File: config.mk
export PLATFORM = sky130hd
export DESIGN_NAME = apb_regfile
export DESIGN_NICKNAME = d
export VERILOG_FILES = /design/src/rtl/apb_regfile_pkg.sv /design/src/rtl/apb_regfile_fsm.sv /design/src/rtl/apb_regfile.sv
export SDC_FILE = /design/constraint.sdc
export NUM_CORES = 1
export LEC_CHECK = 0
export ABC_AREA = 1
export CAP_MARGIN = 10
export CORE_MARGIN = 2
export CORE_UTILIZATION = 50
export CTS_CLUSTER_SIZE = 8
export DETAILED_ROUTE_END_ITERATION = 10
export PLACE_DENSITY = 0.76
export RECOVER_POWER = 25
export SYNTH_ARGS = -nofsm -noshare
export SYNTH_HDL_FRONTEND = slang
export SYNTH_SLANG_ARGS = --single-unit
File: constraint.sdc
create_clock -name PCLK -period 2.55 [get_ports PCLK]
set_input_delay 0.6375 -clock PCLK [delete_from_list [all_inputs] [get_ports PCLK]]
set_output_delay 0.6375 -clock PCLK [all_outputs]
set_load 0.01 [all_outputs]
File: src/rtl/apb_regfile_pkg.sv
// Shared types and address-decode helpers for the APB register file.
package apb_regfile_pkg;

    typedef enum logic [1:0] {IDLE, SETUP, ACCESS} state_t;

    localparam int WCNT_W = 4;

    function automatic logic idx_is_ro(input int unsigned idx, input int unsigned nro);
        return idx < nro;
    endfunction

    function automatic logic idx_in_range(input int unsigned idx, input int unsigned nreg);
        return idx < nreg;
    endfunction

endpackage

File: src/rtl/apb_regfile_fsm.sv
// APB transfer sequencer with a wait-state down-counter.
// state  | meaning
// IDLE   | no transfer in flight; watching for a setup phase
// SETUP  | first access cycle; counter just loaded with WAIT
// ACCESS | later access cycles; counter running down to 0
module apb_regfile_fsm
    import apb_regfile_pkg::*;
#(
    parameter int WAIT = 0
) (
    input  logic PCLK,
    input  logic PRESETn,
    input  logic psel,
    input  logic penable,
    output logic snap_load,
    output logic load,
    output logic complete,
    output logic abort
);

    state_t              state, state_nx;
    logic [WCNT_W-1:0]   cnt, cnt_nx;

    always_comb begin
        state_nx  = state;
        cnt_nx    = cnt;
        snap_load = 1'b0;
        abort     = 1'b0;
        case (state)
            IDLE: begin
                if (psel && !penable) begin
                    state_nx  = SETUP;
                    cnt_nx    = WCNT_W'(WAIT);
                    snap_load = 1'b1;
                end
            end
            default: begin
                if (!psel) begin
                    abort    = 1'b1;
                    state_nx = IDLE;
                    cnt_nx   = '0;
                end else if (cnt == '0) begin
                    if (!penable) begin
                        state_nx  = SETUP;
                        cnt_nx    = WCNT_W'(WAIT);
                        snap_load = 1'b1;
                    end else begin
                        state_nx = IDLE;
                    end
                end else begin
                    cnt_nx   = cnt - 1'b1;
                    state_nx = ACCESS;
                end
            end
        endcase
        // The next cycle is the completion cycle: outputs get loaded this edge.
        load = (state_nx != IDLE) && (cnt_nx == '0);
    end

    always_ff @(posedge PCLK or negedge PRESETn) begin
        if (!PRESETn) begin
            state    <= IDLE;
            cnt      <= '0;
            complete <= 1'b0;
        end else begin
            state    <= state_nx;
            cnt      <= cnt_nx;
            complete <= load;
        end
    end

endmodule

File: src/rtl/apb_regfile.sv
// APB register bank: NRO snapshot status registers followed by read/write controls.
module apb_regfile
    import apb_regfile_pkg::*;
#(
    parameter int DWIDTH = 8,
    parameter int AWIDTH = 4,
    parameter int NREG   = 8,
    parameter int NRO    = 3,
    parameter int WAIT   = 0
) (
    input  logic                         PCLK,
    input  logic                         PRESETn,
    input  logic                         PSEL,
    input  logic                         PENABLE,
    input  logic                         PWRITE,
    input  logic [AWIDTH-1:0]            PADDR,
    input  logic [DWIDTH-1:0]            PWDATA,
    output logic [DWIDTH-1:0]            PRDATA,
    output logic                         PREADY,
    output logic                         PSLVERR,
    input  logic [NRO*DWIDTH-1:0]        status_in,
    output logic [(NREG-NRO)*DWIDTH-1:0] ctrl_out
);

    logic [DWIDTH-1:0] snap [NRO];
    logic [DWIDTH-1:0] ctrl [NREG-NRO];
    logic [DWIDTH-1:0] rd_val;
    logic              snap_load, load, complete, abort;
    logic              in_range, is_ro, wr_hit;

    apb_regfile_fsm #(.WAIT(WAIT)) u_fsm (
        .PCLK      (PCLK),
        .PRESETn   (PRESETn),
        .psel      (PSEL),
        .penable   (PENABLE),
        .snap_load (snap_load),
        .load      (load),
        .complete  (complete),
        .abort     (abort)
    );

    assign in_range = idx_in_range(32'(PADDR), NREG);
    assign is_ro    = idx_is_ro(32'(PADDR), NRO);
    assign wr_hit   = complete && !abort && PWRITE && in_range && !is_ro;
    assign PREADY   = complete;

    // With WAIT=0 the snapshot and the read data load on the same edge, so bypass.
    always_comb begin
        rd_val = '0;
        for (int i = 0; i < NRO; i++)
            if (PADDR == AWIDTH'(i))
                rd_val = snap_load ? status_in[i*DWIDTH +: DWIDTH] : snap[i];
        for (int j = 0; j < NREG-NRO; j++)
            if (PADDR == AWIDTH'(NRO+j))
                rd_val = ctrl[j];
    end

    always_ff @(posedge PCLK or negedge PRESETn) begin
        if (!PRESETn) begin
            for (int i = 0; i < NRO; i++) snap[i] <= '0;
        end else if (snap_load) begin
            for (int i = 0; i < NRO; i++) snap[i] <= status_in[i*DWIDTH +: DWIDTH];
        end
    end

    always_ff @(posedge PCLK or negedge PRESETn) begin
        if (!PRESETn) begin
            for (int j = 0; j < NREG-NRO; j++) ctrl[j] <= '0;
        end else if (wr_hit) begin
            for (int j = 0; j < NREG-NRO; j++)
                if (PADDR == AWIDTH'(NRO+j)) ctrl[j] <= PWDATA;
        end
    end

    always_ff @(posedge PCLK or negedge PRESETn) begin
        if (!PRESETn) begin
            PRDATA  <= '0;
            PSLVERR <= 1'b0;
        end else begin
            PRDATA  <= (load && !PWRITE && in_range) ? rd_val : '0;
            PSLVERR <= load && (!in_range || (PWRITE && is_ro));
        end
    end

    for (genvar g = 0; g < NREG-NRO; g++) begin : g_ctrl
        assign ctrl_out[g*DWIDTH +: DWIDTH] = ctrl[g];
    end

endmodule

# Yosys cells after proc, flatten, opt, wreduce, memory -nomap -nowiden
# Cells that the tools add are included.
[classes]
order_cmp = 2
eq_ne = 7
reduce_logical = 26
n_addsub = 1
n_mux = 29
[ops]
columns = ["cell", "count"]
rows = [
  ["$mux 8", 12],
  ["$mux 4", 5],
  ["$eq 4x3->1 const B", 4],
  ["$logic_not 4->1", 3],
  ["$logic_and 1x1->1", 10],
  ["$reduce_and 2->1", 5],
  ["$eq 4x2->1 const B", 2],
  ["$mux 1", 8],
  ["$mux 2", 4],
  ["$logic_not 1->1", 5],
  ["$eq 4x1->1 const B", 1],
  ["$lt 4x2->1 const B", 1],
  ["$lt 4x4->1 const B", 1],
  ["$sub 4x1->4 const B", 1],
  ["$logic_not 2->1", 1],
  ["$reduce_bool 2->1", 1],
  ["$logic_or 1x1->1", 1],
]
[totals]
out_inout_bits = 50
wordCells = 78
in_bits = 41
reg_bits = 80

# Longest topological paths before layout
# Gate-level depths: netlist of run 1.
[depth]
ltp_word = 14
mapped_depth = 13
ltp_nobuf = 12

# By module
# A second synthesis of run 1 with hierarchy kept.
[unflattened]
cells_unflattened = 543
area_unflattened_um2 = 4048.9
[by_module_without_submodules]
columns = ["module", "seq_area_each_um2", "area_each_um2", "n_inst", "cells_each"]
rows = [
  ["apb_regfile", 1826.8, 3588.4, 1, 479],
  ["apb_regfile_fsm", 175.2, 460.4, 1, 64],
]

# Least setup slack after synthesis of run 1
# Ideal clock, no wire load.
[synth_timing]
kind = "input -> register"
start = "in PADDR[2]"
end = "reg PRDATA[0]"
path_slack_ps = 710
cell_stages = 9
arrival_ps = 1777
n_path_buf = 0
required_ps = 2487
setup_time_ps = 63
cell_sequence = "nor2_2 > inv_1 > nor3_1 > nand3_1 > nand4_1 > nand2_1 > nand3_1 > nand2_1 > inv_1"
[synth_via]
elab_chain_cells = 10
elab_cells_between_ends = 19
cone_classes = "order compare: 1; eq/ne: 7; mux: 9; reduce/logical: 2"
[synth_rtl]
columns = ["element", "line_no", "text"]
rows = [
  ["from (decl)", "apb_regfile.sv:16", "input logic [AWIDTH-1:0] PADDR,"],
  ["$logic_not 4->1", "apb_regfile.sv:51", "if (PADDR == AWIDTH'(i))"],
  ["$mux 8 (3 in series)", "apb_regfile.sv:51", ""],
  ["$mux 8 (5 in series)", "apb_regfile.sv:54", "if (PADDR == AWIDTH'(NRO+j))"],
  ["$mux 8 *", "apb_regfile.sv:80", "PRDATA <= (load && !PWRITE && in_range) ? rd_val : '0;"],
  ["to (signal assigned)", "apb_regfile.sv:80", ""],
  ["to (decl)", "apb_regfile.sv:18", "output logic [DWIDTH-1:0] PRDATA,"],
]
# Every way passes the cells marked *; elsewhere a longest branch is shown, timed or not.
# A chain may end at the register's enable or synchronous reset.

# Worst setup path after layout of run 1
[layout_timing]
start = "in PADDR[2]"
end = "reg PRDATA[7]"
# Same word-level chain as after synthesis.

==> metrics.yaml, run 1 <==
status: "finished with violations"
violations: "capacitance limit, slew limit"
hp-class: "reg -> reg"
slew_headroom_pct: -14.0
clockBufferDepth: 2
ant_nets: 0
yosysSeqAreaShare_pct: 50.6
ys_top_cells_by_area: "dfrtp_1 (51%), nand2_1 (10%), inv_1 (8.4%), nand3_1 (7.1%), nor2_1 (4.1%)"
diodes: 0
critPathRequiredTime_ns: 2.83
fin_crit_sh_pct: 86.2
fill_cells: 626
drcViolationCount: 0
dr.first_iter.drc_count: 265
path_clk_slew_ns: 0.08
ys_seq_elements: 80
finalCriticalPeriod_ns: 2.20
totalWireLength_um: 10900
crit_slowest_cell: "nor3_1"
slowest_delay_ns: 0.61
nNetsFinal: 649
synth_cells: 503
cts_root_buf: "clkbuf_8"
crit_buf_inv: 4
synthArstFlopShare_pct: 100
crit_top_cell: "inv_1"
critical_path_class: "in -> reg"
grt_pass1_vias: 3650
die_x_um: 93.0
grt_start_max_net_pins: 53
setup_ws_ns: 0.353
cp_top_family: "simple AND/OR/NAND/NOR gates"
cts_htree_levels: 3
ys_top_cells_by_count: "nand2_1 (107), inv_1 (89), dfrtp_1 (80), nand3_1 (56), nor2_1 (43)"
design.die.area_um2: 8650
yosys_warnings: 0
setup.worst_path.end_class: "register"
fmax_mhz: 455
die_h_um: 93.0
skew_ns: 0.0152
post_drt_wl_per_cell_um: 15.2
arrival_ns: 2.48
synth_most_common_cell: "nand2_1"
drv_slew: 29
post_dp_cell_area_um2: 5080
vias_per_cell: 5.17
core_um2: 7690
yosysTopAreaCell: "dfrtp_1"
drv_cap: 1
tightest_slew_ns: 1.71
synthDistinctLibCells: 25
ios: 91
place_congestion: 0.929
finalHoldViolations: 0
area_growth_pct: 33.4
rsz0062_at_grt: "no"
cts_buffers: 9
fp-row-count: 32
crit_chain: "clkdlybuf4s50_1 > inv_1 > nor2_1 > inv_1 > nor3_1 > a21oi_1 > nand3_1 > nand2_1 > inv_1"
dp_slack_ns: -0.0829
synth_top_area_share_pct: 50.6
avgSynthCellArea_um2: 7.87
drive_above_1_share_pct: 7.03
p_leak_nw: 2.63
clock_latency_ns: 0.34
synthFlopType: "dfrtp_1"
syn_area_um2: 3960
start_util_pct: 51.5
cts.hold.buffers_added: 0
ir_drop_mv: 0.311
io_buffers: 90
vias: 3690
grt_pass1_wl_um: 17800
cp_max_fo: 8
cts_tree: "done"
synth_edf_count: 0
syn_nets: 545
hpwlAfterDp_um: 8090
cellPowerDensity_nw_per_um2: 556
startpoint_type: "primary input"
antenna_found_initial: 0
grtUsageTotal_pct: 26.6
final_area_um2: 5280
firstDrtPassIters: 4
clkSinkCount: 80
overflow: 0
setup_viol: 0
[cell type report]
cell class	count	area, um2	share of cell area [%]
flip-flops and latches	80	2000	37.9
inverters	93	352	6.65
multi-input cells	319	1550	29.3
repair buffers	104	1050	19.9
clock inverters	5	63.8	1.21
well taps	102	128	2.42
clock buffers	11	141	2.68
[repair_timing]
action                                  4_1_cts  5_1_grt
endpoints found under the setup margin        0        2
buffers inserted                              0        0
resized for setup                             0        1
[where the power goes]
| part | switching (W) | internal (W) | total [W] |
|---|---|---|---|
| combinational | 0.000265 | 0.000266 | 0.000530 |
| sequential | 0.0000717 | 0.00138 | 0.00145 |
| clock | 0.000472 | 0.000489 | 0.000961 |
[state kept, by name, summed over array words and instances (netlist names)]
register / flops
ctrl_out: 40
u_fsm.complete: 1
PSLVERR: 1
u_fsm.cnt: 4
u_fsm.state: 2
PRDATA: 8
snap: 24
[worst reg2reg max path: stages (launching register included)]
cell and delay, ns:
dfrtp_1 0.40, inv_1 0.09, ha_1 0.20, nand2_1 0.17
nand2_1 0.13, buf_4 0.26, nand3b_1 0.14, nand3_1 0.11
nand4_1 0.12, nand2_1 0.13, nand3_1 0.09, nand2_1 0.07
inv_1 0.04
[metrics by stage]
stage	hold slack (ns)	total power [W]	setup TNS, ns	utilization (%)	std cells
finish	0.524	0.00294	0	68.7	714
global route	0.570	0.00308	0	68.7	714
CTS	0.212	0.00297	0	68.7	714
detailed placement	0.514	0.00200	-0.595	66.0	698
global placement	0.504	0.00199	0	66.0	698
floorplan	0.342	0.00169	0	-	503
[logic make-up after synthesis]
group,Yosys count,share of synthesized area (%)
simple gates,259,30.5
flops,80,50.6
buf+inv,104,10.5
compound gates,59,8.12
fa+ha+maj,1,0.316
[placed cells by master (no fill, tap or decap)]
master | synthesis | final
inv_6 | 0 | 2
o211ai_1 | 1 | 1
nand2_2 | 1 | 1
and2_1 | 24 | 24
nor2_1 | 43 | 43
clkinv_4 | 0 | 1
inv_1 | 89 | 89
nand2_1 | 107 | 107
nand3b_1 | 8 | 8
clkbuf_8 | 0 | 10
buf_4 | 1 | 10
nor3_1 | 5 | 5
nand4_1 | 9 | 9
inv_2 | 3 | 3
ha_1 | 1 | 1
dfrtp_1 | 80 | 80
nand3_2 | 0 | 1
nor2_2 | 4 | 4
clkbuf_1 | 5 | 2
a31oi_1 | 1 | 1
a21oi_1 | 26 | 26
a21oi_4 | 1 | 1
o21ai_4 | 1 | 1
nor4_4 | 2 | 2
clkinvlp_4 | 0 | 1
clkdlybuf4s50_1 | 0 | 89
buf_12 | 0 | 4
bufinv_16 | 0 | 1
nand3_1 | 56 | 55
inv_4 | 1 | 1
o21ai_0 | 29 | 29
[routing by layer]
metal | vias to the layer above | track usage, % | wire, um
li1 | 1784 | - | -
met3 | 14 | 4.67 | 712
met2 | 142 | 41.8 | 5130
met5 | - | 0 | 0
met4 | 0 | 9.19 | 203
met1 | 1750 | 37.5 | 4820
[path summary, 6_finish.rpt]
| kind | startpoint | to | slack (ns) | depth (start not counted) |
|---|---|---|---|---|
| min in group asynchronous | PRESETn | snap[16] | 0.72 | 1 |
| max | PADDR[2] | PRDATA[7] | 0.35 | 9 |
| max in group asynchronous | PRESETn | ctrl_out[1] | 0.81 | 2 |
| min reg2reg | ctrl_out[39] | ctrl_out[39] | 0.52 | 2 |
| max reg2reg | u_fsm.cnt[0] | PRDATA[7] | 0.51 | 12 |
| min | ctrl_out[39] | ctrl_out[39] | 0.52 | 2 |
(Power assumes the default switching activity.)
==> run 2: changes to the inputs <==
--- a/config.mk
+++ b/config.mk
@@ -5,8 +5,7 @@
 export SDC_FILE = /design/constraint.sdc
 export NUM_CORES = 1
 export LEC_CHECK = 0
-export ABC_AREA = 1
-export CAP_MARGIN = 10
+export ABC_AREA = 0
 export CORE_MARGIN = 2
 export CORE_UTILIZATION = 50
 export CTS_CLUSTER_SIZE = 8
==> run 2 against run 1 <==
Against the previous run:
- the flow now finishes without violations
- first-iteration DRC count fell by 37%
- fmax fell by 3.6%
- non-clock buffer count rose by 16
- clock power fell by 2.1%
- synthesized area rose by 0.60%
- critical path type unchanged
- largest cell class unchanged
==> metrics.yaml, run 2 <==
status: "completed"
syn_nets: 361
synthArstFlopShare_pct: 100
skew_ns: 0.00631
totalWireLength_um: 9710
critPathRequiredTime_ns: 2.78
clockBufferDepth: 2
grtUsageTotal_pct: 23.5
ys_seq_elements: 80
core_um2: 7730
crit_buf_inv: 1
synth_top_area_share_pct: 50.3
syn_area_um2: 3980
vias: 3065
post_dp_cell_area_um2: 5190
ctsResizeCount: 0
fin_crit_sh_pct: 89.4
diodes: 0
use_met1_pct: 32.9
grt_pass1_vias: 3120
crit_chain: "clkdlybuf4s50_1 > nand2_1 > nor3_2 > nand2_1 > mux2_2"
die_x_um: 93.3
fp-row-count: 32
clkSinkCount: 80
ios: 91
yosysTopAreaCell: "dfrtp_1"
hpwlAfterDp_um: 7290
dr.first_iter.drc_count: 166
final_cell_mix: "clkdlybuf4s50_1 (89), dfrtp_1 (80), mux2_2 (47), nand2_1 (35), buf_4 (26)"
arrival_ns: 2.51
ys_top_cells_by_area: "dfrtp_1 (50%), mux2_2 (13%), mux4_2 (4.0%), nand2_1 (3.3%), mux2_4 (3.0%)"
holdPathStages: 2
tightest_slew_ns: 1.11
nNetsFinal: 474
cp_top_family: "simple AND/OR/NAND/NOR gates"
drv_slew: 0
holdWs_ns: 0.485
firstDrtPassIters: 4
yosysSeqAreaShare_pct: 50.3
drv_cap: 0
area_growth_pct: 34.9
slowest_delay_ns: 0.63
yosys_warnings: 0
final_common_cell: "clkdlybuf4s50_1"
post-cts-setup-buffers: 0
final_area_um2: 5380
largest_reg_flops: 40
crit_slowest_cell: "clkdlybuf4s50_1"
avgSynthCellArea_um2: 12.5
start_util_pct: 51.6
slew_headroom_pct: 26.1
die_h_um: 93.3
reg2regPathDepth: 8
hp-class: "reg -> reg"
fmax_mhz: 439
startpoint_type: "primary input"
rsz0062_at_grt: "no"
io_buffers: 90
dpl.cell_count: 523
clock_latency_ns: 0.34
synthFlopType: "dfrtp_1"
design.die.area_um2: 8700
total_power_w: 0.00302
critical_path_class: "in -> reg"
cts_root_buf: "clkbuf_8"
ir_drop_mv: 0.311
path_clk_slew_ns: 0.08
p_leak_nw: 2.33
ys_top_cells_by_count: "dfrtp_1 (80), mux2_2 (47), nand2_1 (35), o22ai_1 (15), buf_2 (10)"
cts_tree: "done"
cellPowerDensity_nw_per_um2: 562
path_depth: 5
use_met2_pct: 37.4
drcViolationCount: 0
antenna_found_initial: 0
finalHoldViolations: 0
busiest_layer: "met2"
stdcell_count: 539
synth_edf_count: 0
met3_usage_pct: 5.64
synth_cells: 319
cts_buffers: 9
setup.worst_path.end_class: "register"
cts.hold.buffers_added: 0
finalCriticalPeriod_ns: 2.28
setup_viol: 0
grt_pass1_wl_um: 15900
post_drt_wl_per_cell_um: 18.0
grt_start_max_net_pins: 46
drive_above_1_share_pct: 32.7
synth_most_common_cell: "dfrtp_1"
cp_max_fo: 8
ant_nets: 0
crit_top_cell: "nand2_1"
cts_htree_levels: 3
overflow: 0
synthDistinctLibCells: 48
vias_per_cell: 5.69
place_congestion: 0.859
run 2: cell types whose count changed after synthesis, moves of 25 or more:
cell,before,now
inv_1,89,4
nand2_1,107,35
nand3_1,56,2
mux2_2,0,47
nor2_1,43,6
o21ai_0,29,4
run 2: final cells by class:
type | instances | area [um2]
Fill cell | 564 | 2350
Timing Repair Buffer | 120 | 1160
Sequential cell | 80 | 2000
Inverter | 5 | 18.8
Clock inverter | 3 | 40.0
Clock buffer | 13 | 159
Tap cell | 102 | 128
Multi-Input combinational cell | 216 | 1870
run 2: path summary, 6_finish.rpt:
kind,end,slack [ns],startpoint
max,ctrl_out[3],0.27,PADDR[0]
min,snap[7],0.48,snap[7]
max reg2reg,PRDATA[3],0.27,u_fsm.cnt[0]
min reg2reg,snap[7],0.48,snap[7]
max in group asynchronous,snap[9],0.59,PRESETn
min in group asynchronous,ctrl_out[37],0.49,PRESETn
run 2: logic make-up after synthesis:
| kind of cell | after synthesis | synth area share (%) |
|---|---|---|
| buffers and inverters | 23 | 2.95 |
| AO/OA/AOI/OAI | 73 | 14.4 |
| AND/OR/NAND/NOR | 76 | 10.7 |
| adder cells (fa/ha/maj) | 1 | 0.314 |
| multiplexers | 66 | 21.3 |
| flip-flops | 80 | 50.3 |
run 2: layer usage:
metal | part of all wire (%) | up-vias
li1 | - | 1431
met1 | 44 | 1513
met2 | 49 | 110
met3 | 5.8 | 11
met4 | 1.0 | 0
met5 | 0 | -
run 2: worst reg2reg max path, stage by stage (launching register included):
cell      delay (ns)
dfrtp_1         0.42
inv_1           0.06
ha_1            0.20
nor3b_2         0.18
o21ai_4         0.43
buf_4           0.37
a31o_2          0.20
o22ai_1         0.08
a211oi_2        0.23
run 2: power by group:
group          total (W)  switching [W]  internal (W)
Clock           0.000941       0.000437      0.000504
Sequential       0.00148      0.0000901       0.00139
Combinational   0.000604       0.000253      0.000351
run 2: stage by stage:
stage / worst slack (ns) / util [%] / TNS (ns)
2_1_floorplan: 0.567 / - / 0
3_3_place_gp: -0.0290 / 67.1 / -0.337
3_5_place_dp: -0.102 / 67.1 / -1.13
4_1_cts: 0.0408 / 69.7 / 0
5_1_grt: 0.0992 / 69.6 / 0
6_report: 0.270 / 69.6 / 0
